## src/rtl/if_fetch_pkg.sv

```systemverilog
// Shared constants and types for the instruction fetch front end.
package if_fetch_pkg;
    localparam logic [31:0] RESET_PC_DEF   = 32'h8000_0000;
    localparam logic [31:0] NOP_INST       = 32'h0000_0013;
    localparam int          FIFO_DEPTH_DEF = 2;

    localparam logic [0:0]  ST_IDLE = 1'b0;
    localparam logic [0:0]  ST_RUN  = 1'b1;

    typedef struct packed {
        logic [31:0] inst;
        logic [31:0] pc;
    } fetch_entry_t;

    function automatic logic [31:0] align_pc(input logic [31:0] pc);
        return pc & ~32'd3;
    endfunction
endpackage

```

## src/rtl/if_fifo.sv

```systemverilog
// Instruction buffer of {inst, pc} entries with a synchronous flush.
module if_fifo
    import if_fetch_pkg::*;
#(
    parameter int          DEPTH    = FIFO_DEPTH_DEF,
    parameter logic [31:0] RESET_PC = RESET_PC_DEF,
    localparam int         PW       = $clog2(DEPTH),
    localparam int         CW       = $clog2(DEPTH + 1)
) (
    input  logic          clk,
    input  logic          rst_n,
    input  logic          i_flush,
    input  logic          i_push,
    input  fetch_entry_t  i_data,
    input  logic          i_pop,
    output logic          o_valid,
    output fetch_entry_t  o_data,
    output logic [CW-1:0] o_count
);
    fetch_entry_t  r_mem [DEPTH];
    logic [PW-1:0] r_wr;
    logic [PW-1:0] r_rd;
    logic [CW-1:0] r_cnt;
    logic          w_push;
    logic          w_pop;

    function automatic logic [PW-1:0] nxt(input logic [PW-1:0] p);
        return (p == PW'(DEPTH - 1)) ? '0 : p + PW'(1);
    endfunction

    // A pop frees a slot in the same cycle, so push-while-full is legal then.
    assign w_pop  = i_pop && (r_cnt != '0);
    assign w_push = i_push && ((r_cnt != CW'(DEPTH)) || w_pop);

    always_ff @(posedge clk or negedge rst_n) begin
        if (!rst_n) begin
            r_wr  <= '0;
            r_rd  <= '0;
            r_cnt <= '0;
            for (int i = 0; i < DEPTH; i++) r_mem[i] <= '{inst: NOP_INST, pc: RESET_PC};
        end else if (i_flush) begin
            r_wr  <= '0;
            r_rd  <= '0;
            r_cnt <= '0;
        end else begin
            if (w_push) begin
                r_mem[r_wr] <= i_data;
                r_wr        <= nxt(r_wr);
            end
            if (w_pop) r_rd <= nxt(r_rd);
            r_cnt <= r_cnt + CW'(w_push) - CW'(w_pop);
        end
    end

    assign o_valid = (r_cnt != '0);
    assign o_data  = r_mem[r_rd];
    assign o_count = r_cnt;
endmodule

```

## src/rtl/if_fetch.sv

```systemverilog
// Instruction fetch: issues word fetches, tags responses with their PC,
// buffers them for decode and squashes stale work on redirect.
module if_fetch
    import if_fetch_pkg::*;
#(
    parameter logic [31:0] RESET_PC   = RESET_PC_DEF,
    parameter int          FIFO_DEPTH = FIFO_DEPTH_DEF
) (
    input  logic        clk,
    input  logic        rst_n,
    output logic        if_imem_req_valid,
    input  logic        imem_if_req_ready,
    output logic [31:0] if_imem_addr,
    input  logic        imem_if_rsp_valid,
    input  logic [31:0] imem_if_rsp_data,
    input  logic        ex_if_redirect,
    input  logic [31:0] ex_if_redirect_pc,
    output logic        if_id_valid,
    input  logic        id_if_ready,
    output logic [31:0] if_id_inst,
    output logic [31:0] if_id_pc
);
    localparam int         PW      = $clog2(FIFO_DEPTH);
    localparam int         CW      = $clog2(FIFO_DEPTH + 1);
    localparam logic [CW:0] DEPTH_W = (CW + 1)'(FIFO_DEPTH);

    logic [0:0]    r_state;
    logic [31:0]   r_pc;
    logic [CW-1:0] r_outst;
    logic [CW-1:0] r_discard;
    logic [31:0]   r_pcq [FIFO_DEPTH];
    logic [PW-1:0] r_pcq_wr;
    logic [PW-1:0] r_pcq_rd;

    logic          w_acc;
    logic          w_push;
    logic          w_pop;
    logic [CW-1:0] w_fifo_cnt;
    logic [CW:0]   w_inflight;
    fetch_entry_t  w_rsp_entry;
    fetch_entry_t  w_head;

    function automatic logic [PW-1:0] nxt(input logic [PW-1:0] p);
        return (p == PW'(FIFO_DEPTH - 1)) ? '0 : p + PW'(1);
    endfunction

    // Credit check counts buffered plus in-flight words, so a full buffer never overflows.
    assign w_inflight        = {1'b0, r_outst} + {1'b0, w_fifo_cnt};
    assign if_imem_req_valid = (r_state == ST_RUN) && !ex_if_redirect && (w_inflight < DEPTH_W);
    assign if_imem_addr      = r_pc;
    assign w_acc             = if_imem_req_valid && imem_if_req_ready;
    assign w_push            = imem_if_rsp_valid && !ex_if_redirect && (r_discard == '0);
    assign w_pop             = if_id_valid && id_if_ready;
    assign w_rsp_entry       = '{inst: imem_if_rsp_data, pc: r_pcq[r_pcq_rd]};

    always_ff @(posedge clk or negedge rst_n) begin
        if (!rst_n) begin
            r_state   <= ST_IDLE;
            r_pc      <= RESET_PC;
            r_outst   <= '0;
            r_discard <= '0;
            r_pcq_wr  <= '0;
            r_pcq_rd  <= '0;
        end else begin
            r_state <= ST_RUN;
            if (ex_if_redirect)  r_pc <= align_pc(ex_if_redirect_pc);
            else if (w_acc)      r_pc <= r_pc + 32'd4;
            r_outst <= r_outst + CW'(w_acc) - CW'(imem_if_rsp_valid);
            // Every request still in flight after a redirect returns stale data.
            if (ex_if_redirect)
                r_discard <= r_outst - CW'(imem_if_rsp_valid);
            else if (imem_if_rsp_valid && (r_discard != '0))
                r_discard <= r_discard - CW'(1);
            if (w_acc)             r_pcq_wr <= nxt(r_pcq_wr);
            if (imem_if_rsp_valid) r_pcq_rd <= nxt(r_pcq_rd);
        end
    end

    always_ff @(posedge clk) begin
        if (w_acc) r_pcq[r_pcq_wr] <= r_pc;
    end

    if_fifo #(
        .DEPTH    (FIFO_DEPTH),
        .RESET_PC (RESET_PC)
    ) u_fifo (
        .clk     (clk),
        .rst_n   (rst_n),
        .i_flush (ex_if_redirect),
        .i_push  (w_push),
        .i_data  (w_rsp_entry),
        .i_pop   (w_pop),
        .o_valid (if_id_valid),
        .o_data  (w_head),
        .o_count (w_fifo_cnt)
    );

    assign if_id_inst = w_head.inst;
    assign if_id_pc   = w_head.pc;
endmodule

```

## config.mk

```make
export PLATFORM = sky130hd
export DESIGN_NAME = if_fetch
export DESIGN_NICKNAME = d
export VERILOG_FILES = /design/src/rtl/if_fetch_pkg.sv /design/src/rtl/if_fifo.sv /design/src/rtl/if_fetch.sv
export SDC_FILE = /design/constraint.sdc
export NUM_CORES = 1
export LEC_CHECK = 0
export CAP_MARGIN = 15
export CORE_MARGIN = 3
export CORE_UTILIZATION = 57
export DETAILED_ROUTE_END_ITERATION = 8
export MAX_ROUTING_LAYER = met4
export PLACE_DENSITY = 0.85
export SYNTH_ARGS = -nofsm -noshare
export SYNTH_HDL_FRONTEND = slang
export SYNTH_SLANG_ARGS = --single-unit
export TNS_END_PERCENT = 20
```

## constraint.sdc

```tcl
create_clock -name clk -period 7.2 [get_ports clk]
set_input_delay 0.72 -clock clk [delete_from_list [all_inputs] [get_ports clk]]
set_output_delay 0.72 -clock clk [all_outputs]
set_load 0.1 [all_outputs]
```

==> results.cfg <==
[clocking]
cts_tree = yes
cts_setup_buffers = 0
hold_buffers = 0
clock-sinks = 225
post_cts_resized = 0
cts_max_level = 1
worstSkewPairLatency_ns = 0.51
cts_buffers = 23
root_buffer = clkbuf_16
cts.clk_slew.worst_paths_ns = 0.06
clock_path_buffers = 3

[critical_path]
cp-start-kind = register
crit_path_end_kind = output port
path_class = reg -> out
cp.required_ns = 6.48
worstPathMaxFanout = 3
worstPathArrival_ns = 3.12

[grt]
antenna_found_initial = 0
grt-ovfl-total = 0
grt_pass1_wl_um = 33600
grt_max_degree = 99
grt_pass1_vias = 6452
grt_use_total_pct = 23.3

[die]
die_h_um = 137
initial_core_util_pct = 58.6
placementRows = 47
ios = 168
core_mm2 = 0.0166
die_w_um = 137
dieArea_mm2 = 0.0187

[synth]
ys_seq_area_share_pct = 61.0
ys_types = 51
ys_warn_count = 0
ys_seq_elements = 225
avgSynthCellArea_um2 = 13.1
async_reset_ff_share_pct = 73.3
syn-cell-area_mm2 = 0.00974
synth_edf_count = 60
synthCells = 745
synth_top_flop_cell = dfrtp_1

[run_status]
status = finished clean

[placed_design]
numPortBuffers = 161
dp_hpwl_um = 12500
place_congestion = 0.803

[cells_and_area]
mostFrequentLayoutCell = clkdlybuf4s50_1
area.growth.synth_to_final_pct = 26.0
seq_area_mm2 = 0.00594
multi_input_area_mm2 = 0.00355
final_nets = 977
drive_above_1_share_pct = 20.4
mostFrequentLayoutCells = 159 x clkdlybuf4s50_1, 155 x dfrtp_1, 109 x mux2_2
n_antenna_cell = 0
fillers = 1032

[timing]
rsz0062_at_grt = false
fin_crit_ns = 3.84
maxSlewViolCount = 0
final_hold_viol_count = 0
slew_headroom_pct = 29.6
fmax_mhz = 261
finalCritPeriodShare_pct = 53.3
fin_setup_tns_ns = 0
worst_clock_skew_ns = 0.0119
worstMarginPinSlew_ns = 1.06
setup_viol_count_final = 0

[job]
cap_violations = 0

[routing]
ant_nets = 0
first_pass_iters = 4
vias = 6305
drtIter0Drc = 460
route.detailed.drc = 0
wire_per_inst_um = 18.5
viasPerCell = 5.55
routed_wl_um = 21100

[worst_hold_path]
hp-class = in -> async
## synth_stat cells, types with 2 or more instances
library cell / number / area [um2]
mux2_1: 20 / 225
o21ai_0: 49 / 245
o21ai_1: 7 / 35.0
ha_1: 7 / 87.6
nand4_1: 9 / 56.3
nor4_1: 2 / 12.5
xor2_1: 19 / 166
a21oi_1: 32 / 160
mux2_2: 109 / 1230
dfrtp_1: 156 / 3900
nand4bb_1: 2 / 22.5
or2_2: 2 / 12.5
inv_1: 9 / 33.8
nand2_1: 74 / 278
nor4_4: 2 / 42.5
nand4_2: 3 / 37.5
nor2_1: 42 / 158
buf_4: 7 / 52.6
buf_2: 10 / 50.1
and3_1: 4 / 25.0
dfstp_2: 9 / 236
clkbuf_8: 2 / 27.5
xnor2_1: 17 / 149
conb_1: 2 / 7.51
buf_1: 10 / 37.5
edfxtp_1: 60 / 1800
clkbuf_1: 14 / 52.6
nand3_1: 8 / 40.0
nor3_2: 2 / 20.0
mux2i_1: 31 / 310
nor3_1: 5 / 25.0
## sequential cells by signal, indices dropped and copies added (netlist names), 2 cells and up
register        cells
u_fifo.r_mem      124
r_discard           2
r_pcq              60
if_imem_addr       30
u_fifo.o_count      2
r_outst             2
## routing by layer
metal  global-route usage, %  part of all wire (%)
met1                    31.1                    43
met2                    37.0                    49
met3                    3.82                   6.1
met4                    7.56                   2.6
met5                       -                     0
## path summary, 6_finish.rpt
| kind | startpoint | to | slack, ns | cells past startpoint |
|---|---|---|---|---|
| setup / recovery | u_fifo.o_count[0] | if_imem_req_valid | 3.36 | 5 |
| hold / removal | rst_n | u_fifo.r_mem[49] | 0.29 | 1 |
| setup reg to reg | u_fifo.o_count[0] | if_imem_addr[28] | 4.44 | 8 |
| hold reg to reg | u_fifo.r_mem[21] | u_fifo.r_mem[21] | 0.47 | 2 |
| max in group asynchronous | rst_n | u_fifo.r_mem[42] | 5.50 | 2 |
| min in group clk | u_fifo.r_mem[21] | u_fifo.r_mem[21] | 0.47 | 2 |
## critical path, cell delays in order, from the launching register on
cell             delay (ns)
dfrtp_1                0.37
inv_1                  0.07
nor2_1                 0.12
fa_1                   0.47
nor4b_2                0.37
clkdlybuf4s50_1        1.20
## layout make-up
cell class                 instances  area share, %
clock inverter                    14           1.23
multi-input combinational        470           28.9
clock buffer                      28           5.26
timing repair buffer             170           13.6
sequential                       225           48.4
inverter                           9          0.275
tap                              220           2.24
## cell families after synthesis
| logic type | count (synthesis) | synth area share [%] |
|---|---|---|
| AO/OA/AOI/OAI | 93 | 4.96 |
| XOR/XNOR | 36 | 3.24 |
| adder cells (fa/ha/maj) | 8 | 1.10 |
| buffers and inverters | 53 | 2.81 |
| flip-flops | 225 | 61.0 |
| multiplexers | 160 | 18.1 |
| other | 2 | 0.0771 |
| AND/OR/NAND/NOR | 168 | 8.74 |
## through the flow
stage / util, % / worst slack [ns] / hold slack, ns / instance area (um2) / cells
after global placement: 69.0 / 3.68 / 0.454 / 11500 / 1094
after detailed placement: 69.0 / 3.69 / 0.465 / 11500 / 1094
final: 73.8 / 3.36 / 0.293 / 12300 / 1136
after global routing: 73.8 / 3.21 / 0.367 / 12300 / 1136
after CTS: 73.8 / 3.32 / 0.342 / 12300 / 1136
after floorplan: - / 2.13 / 0.424 / 9760 / 748
Power is not shown: default switching activity piles up to over one toggle a cycle in this logic, so the estimate is an artifact.
